## config.mk

```make
export PLATFORM = sky130hd
export DESIGN_NAME = aha_sram_arbiter_flat
export DESIGN_NICKNAME = d
export VERILOG_FILES = /design/src/rtl/aha_sram_arb_pkg.sv /design/src/rtl/aha_sram_arbiter_if.sv /design/src/rtl/aha_rr_arb2.sv /design/src/rtl/aha_sram_arbiter.sv /design/src/flat_wrapper.sv
export SDC_FILE = /design/constraint.sdc
export NUM_CORES = 1
export LEC_CHECK = 0
export CORE_ASPECT_RATIO = 0.8
export CORE_MARGIN = 2
export CORE_UTILIZATION = 25
export CTS_CLUSTER_DIAMETER = 120
export CTS_CLUSTER_SIZE = 30
export DETAILED_ROUTE_END_ITERATION = 8
export HOLD_SLACK_MARGIN = 0.05
export MAX_ROUTING_LAYER = met4
export PLACE_DENSITY_LB_ADDON = 0.08
export SLEW_MARGIN = 30
export SYNTH_ARGS = -nofsm -noshare
export SYNTH_HDL_FRONTEND = slang
export SYNTH_SLANG_ARGS = --single-unit
```

## constraint.sdc

```tcl
create_clock -name clk -period 1.35 [get_ports clk]
set_input_delay 0.135 -clock clk [delete_from_list [all_inputs] [get_ports clk]]
set_output_delay 0.135 -clock clk [all_outputs]
set_load 0.02 [all_outputs]
```

## src/rtl/aha_sram_arb_pkg.sv

```systemverilog
// aha_sram_arb_pkg
//   Shared types and helpers for the two-requester SRAM arbiter.
//   - state_t     : arbiter FSM states (INIT zero-fill, RUN normal service)
//   - NUM_REQ     : number of requesters sharing the SRAM
//   - be_to_wen() : one byte lane of active-high byte enable -> active-low SRAM WEn
package aha_sram_arb_pkg;

    typedef enum logic {
        ST_INIT = 1'b0,
        ST_RUN  = 1'b1
    } state_t;

    localparam int NUM_REQ = 2;

    // Applied per lane so the same helper serves any DATA_W.
    function automatic logic be_to_wen(input logic be);
        return ~be;
    endfunction

endpackage

```

## src/rtl/aha_sram_arbiter_if.sv

```systemverilog
// aha_sram_arbiter_if
//   One requester's port into the SRAM arbiter.
//   master : requester side (drives req/we/addr/wdata, receives gnt/rvalid/rdata)
//   slave  : arbiter side
//
//   Handshake: a requester raises req with we/addr/wdata and holds all four
//   stable until it sees gnt high in the same cycle; the access is taken on
//   the clock edge that ends that cycle. Dropping req before gnt withdraws the
//   request. we all-zero means read; a granted read returns rvalid high for
//   exactly one cycle, the cycle after the grant edge, with rdata valid then.
//   Writes never produce rvalid.
interface aha_sram_arbiter_if
    import aha_sram_arb_pkg::*;
#(
    parameter int ADDR_W = 15,
    parameter int DATA_W = 32
);
    logic                  req;
    logic [DATA_W/8-1:0]   we;
    logic [ADDR_W-1:0]     addr;
    logic [DATA_W-1:0]     wdata;
    logic                  gnt;
    logic                  rvalid;
    logic [DATA_W-1:0]     rdata;

    modport master (output req, we, addr, wdata, input gnt, rvalid, rdata);
    modport slave  (input req, we, addr, wdata, output gnt, rvalid, rdata);
endinterface

```

## src/rtl/aha_rr_arb2.sv

```systemverilog
// aha_rr_arb2
//   Two-way round-robin arbiter.
//   clk, rst : clock, synchronous active-high reset
//   advance  : allow rr_last to move on this cycle's grant
//   req[1:0] : requests
//   gnt[1:0] : one-hot grant, combinational from req and rr_last
//   A lone request always wins; on contention the requester that did not win
//   last time gets the slot.
module aha_rr_arb2
    import aha_sram_arb_pkg::*;
(
    input  logic               clk,
    input  logic               rst,
    input  logic               advance,
    input  logic [NUM_REQ-1:0] req,
    output logic [NUM_REQ-1:0] gnt
);
    // Index of the last winner; reset to 1 so R0 wins the first contention.
    logic rr_last;

    always_comb begin
        gnt = '0;
        case (req)
            2'b01:   gnt = 2'b01;
            2'b10:   gnt = 2'b10;
            2'b11:   gnt = rr_last ? 2'b01 : 2'b10;
            default: gnt = '0;
        endcase
    end

    always_ff @(posedge clk) begin
        if (rst) begin
            rr_last <= 1'b1;
        end else if (advance && (|gnt)) begin
            rr_last <= gnt[1];
        end
    end
endmodule

```

## src/rtl/aha_sram_arbiter.sv

```systemverilog
// aha_sram_arbiter
//   Shares one single-port SRAM (CEn/WEn/A/D/Q, 1-cycle read latency)
//   between two requesters with round-robin arbitration, optionally zero-
//   filling the array after reset.
//   clk, rst   : clock, synchronous active-high reset
//   r0, r1     : requester ports (see aha_sram_arbiter_if)
//   sram_cen   : chip enable, active-low
//   sram_wen   : byte write enables, active-low (all-ones = read)
//   sram_a/d   : address / write data
//   sram_q     : read data, valid the cycle after the access edge
//   init_done  : high while in RUN
//   dbg_state  : current FSM state
module aha_sram_arbiter
    import aha_sram_arb_pkg::*;
#(
    parameter int ADDR_W    = 15,
    parameter int DATA_W    = 32,
    parameter bit INIT_ZERO = 1'b1
)(
    input  logic                clk,
    input  logic                rst,
    aha_sram_arbiter_if.slave   r0,
    aha_sram_arbiter_if.slave   r1,
    output logic                sram_cen,
    output logic [DATA_W/8-1:0] sram_wen,
    output logic [ADDR_W-1:0]   sram_a,
    output logic [DATA_W-1:0]   sram_d,
    input  logic [DATA_W-1:0]   sram_q,
    output logic                init_done,
    output state_t              dbg_state
);
    localparam int BE_W = DATA_W / 8;

    state_t               state;
    logic [ADDR_W-1:0]    init_ctr;
    // Last address/data driven to the SRAM, held while the bus is idle.
    logic [ADDR_W-1:0]    a_hold;
    logic [DATA_W-1:0]    d_hold;
    logic                 r0_rvalid_q;
    logic                 r1_rvalid_q;

    logic                 run_ok;
    logic [NUM_REQ-1:0]   req_vec;
    logic [NUM_REQ-1:0]   gnt_vec;
    logic [BE_W-1:0]      win_we;
    logic [ADDR_W-1:0]    win_addr;
    logic [DATA_W-1:0]    win_wdata;

    // Requests are invisible to the arbiter outside RUN and during reset.
    assign run_ok  = (state == ST_RUN) && !rst;
    assign req_vec = {r1.req, r0.req} & {NUM_REQ{run_ok}};

    aha_rr_arb2 u_arb (
        .clk     (clk),
        .rst     (rst),
        .advance (run_ok),
        .req     (req_vec),
        .gnt     (gnt_vec)
    );

    always_comb begin
        win_we    = r0.we;
        win_addr  = r0.addr;
        win_wdata = r0.wdata;
        if (gnt_vec[1]) begin
            win_we    = r1.we;
            win_addr  = r1.addr;
            win_wdata = r1.wdata;
        end
    end

    always_comb begin
        sram_cen = 1'b1;
        sram_wen = '1;
        sram_a   = a_hold;
        sram_d   = d_hold;
        if (rst) begin
            sram_a = '0;
            sram_d = '0;
        end else if (state == ST_INIT) begin
            sram_cen = 1'b0;
            sram_wen = '0;
            sram_a   = init_ctr;
            sram_d   = '0;
        end else if (|gnt_vec) begin
            sram_cen = 1'b0;
            for (int i = 0; i < BE_W; i++) begin
                sram_wen[i] = be_to_wen(win_we[i]);
            end
            sram_a = win_addr;
            sram_d = win_wdata;
        end
    end

    always_ff @(posedge clk) begin
        if (rst) begin
            state       <= INIT_ZERO ? ST_INIT : ST_RUN;
            init_ctr    <= '0;
            a_hold      <= '0;
            d_hold      <= '0;
            r0_rvalid_q <= 1'b0;
            r1_rvalid_q <= 1'b0;
        end else begin
            r0_rvalid_q <= gnt_vec[0] && (r0.we == '0);
            r1_rvalid_q <= gnt_vec[1] && (r1.we == '0);
            case (state)
                ST_INIT: begin
                    init_ctr <= init_ctr + ADDR_W'(1);
                    a_hold   <= init_ctr;
                    d_hold   <= '0;
                    if (init_ctr == '1) begin
                        state <= ST_RUN;
                    end
                end
                ST_RUN: begin
                    if (|gnt_vec) begin
                        a_hold <= win_addr;
                        d_hold <= win_wdata;
                    end
                end
                default: state <= ST_RUN;
            endcase
        end
    end

    assign r0.gnt    = gnt_vec[0];
    assign r1.gnt    = gnt_vec[1];
    // Gated by rst so a read in flight when reset lands never reports.
    assign r0.rvalid = r0_rvalid_q && !rst;
    assign r1.rvalid = r1_rvalid_q && !rst;
    assign r0.rdata  = sram_q;
    assign r1.rdata  = sram_q;
    assign init_done = (state == ST_RUN) && !rst;
    assign dbg_state = state;
endmodule

```

## src/flat_wrapper.sv

```systemverilog
// flat-port wrapper written by rule: the top's interface ports become plain ports
module aha_sram_arbiter_flat import aha_sram_arb_pkg::*;
#(
    parameter int ADDR_W    = 15,
    parameter int DATA_W    = 32,
    parameter bit INIT_ZERO = 1'b1
)
  (clk, rst, sram_cen, sram_wen, sram_a, sram_d, sram_q, init_done, dbg_state, r0_req, r0_we, r0_addr, r0_wdata, r0_gnt, r0_rvalid, r0_rdata, r1_req, r1_we, r1_addr, r1_wdata, r1_gnt, r1_rvalid, r1_rdata);
  aha_sram_arbiter_if #(.ADDR_W(ADDR_W), .DATA_W(DATA_W)) r0_i ();
  aha_sram_arbiter_if #(.ADDR_W(ADDR_W), .DATA_W(DATA_W)) r1_i ();
  input  logic clk;
  input  logic rst;
  output logic sram_cen;
  output logic [DATA_W/8-1:0] sram_wen;
  output logic [ADDR_W-1:0] sram_a;
  output logic [DATA_W-1:0] sram_d;
  input  logic [DATA_W-1:0] sram_q;
  output logic init_done;
  output state_t dbg_state;
  input wire logic [$bits(r0_i.req)-1:0] r0_req;
  input wire logic [$bits(r0_i.we)-1:0] r0_we;
  input wire logic [$bits(r0_i.addr)-1:0] r0_addr;
  input wire logic [$bits(r0_i.wdata)-1:0] r0_wdata;
  output wire logic [$bits(r0_i.gnt)-1:0] r0_gnt;
  output wire logic [$bits(r0_i.rvalid)-1:0] r0_rvalid;
  output wire logic [$bits(r0_i.rdata)-1:0] r0_rdata;
  input wire logic [$bits(r1_i.req)-1:0] r1_req;
  input wire logic [$bits(r1_i.we)-1:0] r1_we;
  input wire logic [$bits(r1_i.addr)-1:0] r1_addr;
  input wire logic [$bits(r1_i.wdata)-1:0] r1_wdata;
  output wire logic [$bits(r1_i.gnt)-1:0] r1_gnt;
  output wire logic [$bits(r1_i.rvalid)-1:0] r1_rvalid;
  output wire logic [$bits(r1_i.rdata)-1:0] r1_rdata;
  assign r0_i.req = r0_req;
  assign r0_i.we = r0_we;
  assign r0_i.addr = r0_addr;
  assign r0_i.wdata = r0_wdata;
  assign r0_gnt = r0_i.gnt;
  assign r0_rvalid = r0_i.rvalid;
  assign r0_rdata = r0_i.rdata;
  assign r1_i.req = r1_req;
  assign r1_i.we = r1_we;
  assign r1_i.addr = r1_addr;
  assign r1_i.wdata = r1_wdata;
  assign r1_gnt = r1_i.gnt;
  assign r1_rvalid = r1_i.rvalid;
  assign r1_rdata = r1_i.rdata;
  aha_sram_arbiter #(.ADDR_W(ADDR_W), .DATA_W(DATA_W), .INIT_ZERO(INIT_ZERO)) u_core (.clk(clk), .rst(rst), .r0(r0_i), .r1(r1_i), .sram_cen(sram_cen), .sram_wen(sram_wen), .sram_a(sram_a), .sram_d(sram_d), .sram_q(sram_q), .init_done(init_done), .dbg_state(dbg_state));
endmodule
```

==> results by group, run 1 <==
Die
  • DIE HEIGHT: approximately 120 µm
  • Core area: ~0.016 mm²
  • Chip Width: roughly 150 µm
  • Initial Util: 25.41%
  • # rows: 41
  • Num ports: 260
  • Die ar.: 0.01699 mm²

Global routing
  • Met1 Resource Use GR: around 22%
  • Largest net degree at the start of global routing: 32
  • Vias in the first global route: around 4500
  • Grt met3 use: under 10%
  • Met2 Usage GRT: between 20 and 30%
  • GRT Residual Overflow: 0
  • Global route hottest layer: met2
  • Global-route wire length before repair: 23580 µm
  • Initial antenna violation count: 0
  • Total GRT Usage: 18.01%

Power
  • VDD IR-drop max: slightly below 0.6 mV
  • P_leak: about 0.0034 µW
  • PwrDens: 635.6 mW/mm²

Worst setup path
  • RR Startpoint: u_core.dbg_state
  • Worst Path Buf+Inv: 4
  • Crit Path Category: reg2out
  • CP Capture Type: output port
  • Crit path max-delay cell type: dfxtp_2
  • Critical Path RT: approximately 1.2 ns
  • Cells on worst reg2reg path: 6
  • CP cell instances: a21boi_4 > buf_12 > buf_12 > buf_12 > mux2i_4 > a21oi_4 > buf_6
  • Crit path top cell by count: buf_12
  • CP peak stage delay: 0.33 ns
  • Reg-to-reg endpoint: u_core.init_ctr[9]
  • Crit path max-delay family: buffers and inverters
  • Worst Path Max Fanout: 6
  • Worst EP arrival: ~1.8 ns
  • R2r setup slk: -0.40 ns
  • CP startpoint kind: flip-flop

Synthesis
  • Register area share after synthesis: between 30 and 40%
  • Main synth FF type: dfxtp_1
  • Average size of a mapped cell: roughly 8.7 µm²
  • Cells after synthesis: between 400 and 500
  • Area fraction of the dominant cell type after synthesis: between 30% and 40%
  • Netlist cell types: 47
  • Synthesis Warnings: 0
  • Synthesis-stage register bit count: 66
  • EDFF count, synth: 0
  • Post-synthesis cell area: between 0.003 and 0.004 mm²
  • Leading area contributor after synthesis: dfxtp_1
  • Top area cells in the synthesized netlist: dfxtp_1 33%, buf_4 12%, mux2i_1 11%
  • Asr flop ratio synth: 0%
  • Syn nets: approximately 600

Timing
  • Worst slew margin: between 70% and 80%
  • Fin. Hold Viols: 0
  • Setup violators final: around 110
  • Worst slew pin tran: ~0.43 ns
  • Max Fclk: about 0.52 GHz
  • Clock skew: 0.003314 ns
  • Minimum clock period: 1.918 ns
  • Setup ws final: -0.5678 ns
  • RSZ-0062 raised after global routing: yes
  • Tcrit/Tclk final: 142.1%
  • Final Slew Violations: 0

Worst hold path
  • Hold EP: r0_rdata[30]
  • HP Class: in2out
  • Beginning of the worst hold path: sram_q[30]
  • Min-Delay Path Depth: 0

Placement
  • Post-placement cell area: roughly 0.0068 mm²
  • Port Buffers: roughly 160
  • Cells after DPL: about 850
  • Routability cong.: 0.7737
  • Post-place setup slack: -1.098 ns
  • Post-DP HPWL: approximately 10000 µm

Detailed routing
  • Vias: roughly 4400
  • Via density: 4.803
  • Drt wl/cell: around 16 µm
  • Antenna Violating Nets Remaining: 0
  • Final WL: roughly 15000 µm
  • DRT Pass-1 Iters: 4
  • Remaining DRCs: 0
  • Iter 0 DRT Violations: between 100 and 150

Run status
  • Run status: complete, but fails checks
  • Failing checks: setup timing

Clock network
  • Root Buffer: clkbuf_16
  • Number of H-tree levels: 3
  • CTS tree: done
  • Clock sink total: 66
  • Clk buf depth: 2
  • Skew-Pair Late Insertion Delay: roughly 0.34 ns
  • Total CTS buffers: 9
  • Reg clk slew, reported paths: about 0.05 ns

Job
  • Max Cap Viol: 0

Cells and area
  • Post-route insts no fill: between 900 and 1000
  • Fin nets: approximately 850
  • Fill count: 1388
  • Area occupied by multi-input gates: 0.003269 mm²
  • Diode count: 0
  • Storage cell area: 0.001336 mm²
  • Finished Cell Area: ~0.0087 mm²
  • Share of post-route cells with drive strength above 1: about three fifths
  • Area grow syn2layout: 118.6%
flip-flops by register name (all words and copies together), names as in the netlist:
register / cells
u_core.d_hold: 32
u_core.a_hold: 15
u_core.init_ctr: 15
u_core.r1_rvalid_q: 1
u_core.u_arb.rr_last: 1
u_core.r0_rvalid_q: 1
u_core.dbg_state: 1
cell usage in the layout, fill, tap and decap left out, types with 4 or more instances in the layout:
cell type / instances
mux2i_4: 38
o21ai_1: 6
buf_4: 92
mux2_4: 5
a21oi_4: 12
a21o_1: 4
and3_1: 5
nor4_4: 5
clkdlybuf4s50_1: 102
buf_8: 4
dfxtp_2: 9
o21ai_2: 16
o22ai_2: 13
buf_6: 109
o22ai_1: 4
nand2_1: 15
o22ai_4: 11
o21ai_0: 6
a2bb2oi_1: 12
nor2b_1: 9
clkbuf_16: 9
dfxtp_1: 56
a21oi_1: 14
buf_12: 18
buf_16: 6
clkinv_2: 5
a21oi_2: 36
nor2_1: 13
a221o_1: 10
report_power, final:
group	internal [µW]	switching [µW]	total (µW)	leakage [µW]
Clock	1260	863	2120	0.000134
Sequential	1960	12.0	1970	0.000536
Combinational	915	534	1450	0.00276
Total	4130	1410	5540	0.00343
logic make-up after synthesis:
family | synth area share, %
mux | 12.23
buf+inv | 17.38
fa+ha+maj | 0.3136
compound gates | 24.53
xor+xnor | 0.8785
flops | 33.12
simple gates | 11.54
per-stage QoR:
step	hold WS, ns	total power (µW)	util [%]	TNS (ns)
final	0.2700	5542	55.55	-36.12
after global routing	0.2700	5776	55.55	-42.27
after CTS	0.2702	5518	51.98	-37.50
after detailed placement	0.2702	3017	43.37	-83.97
after global placement	0.2702	3006	43.37	-83.23
after floorplan	0.2729	2693	-	-2.923
final cells by class:
cell class,instances,share of cell area [%]
clock buffers,10,2.741
clock inverters,4,0.2296
inverters,3,0.1435
multi-input cells,290,37.49
flip-flops and latches,66,15.32
well taps,215,3.085
repair buffers,338,40.98
synthesized netlist by cell type (all sizes together), types with 3 or more instances:
master / number
nand3: 3
nor3: 3
clkbuf: 9
nand2: 17
xor2: 3
o21ai: 28
o31ai: 4
mux2i: 42
a221o: 10
a21oi: 62
a21o: 4
buf: 91
a2bb2oi: 14
and3: 8
nor4: 5
or4: 5
o22ai: 28
dfxtp: 66
nor2: 13
nand4: 3
nor2b: 10
a32oi: 3
mux2: 6
nand2b: 3
per-layer routing:
layer | up-vias | wire length [µm]
met5 | - | 0
met3 | 22 | 830
met2 | 126 | 7486
li1 | 2141 | -
met1 | 2159 | 6712
met4 | 0 | 196
how the worst max path moves through the flow:
stage	slack (ns)	to	depth (start not counted)	start
2_1_floorplan	-0.12	sram_d[25]	5	u_core.dbg_state
3_3_place_gp	-1.09	sram_d[19]	7	r1_req
3_5_place_dp	-1.10	sram_d[20]	7	r1_req
4_1_cts	-0.60	sram_d[19]	7	u_core.u_arb.rr_last
5_1_grt	-0.64	sram_d[11]	7	u_core.u_arb.rr_last
6_report	-0.57	sram_d[12]	7	u_core.u_arb.rr_last
repair_timing:
item,4_1_cts,5_1_grt
endpoints found under the hold margin,0,0
buffers inserted,53,35
hold buffers,0,0
endpoints found under the setup margin,117,116
pin swaps,43,43
gates resized for setup,420,132
cloned,5,0
(Power assumes the default switching activity.)
==> inputs of run 2 (changes only) <==
- ABC_CLOCK_PERIOD_IN_PS: default -> 1350
==> results of run 2 <==
No change in the layout: final DEF, timing and power equal those of run 1.
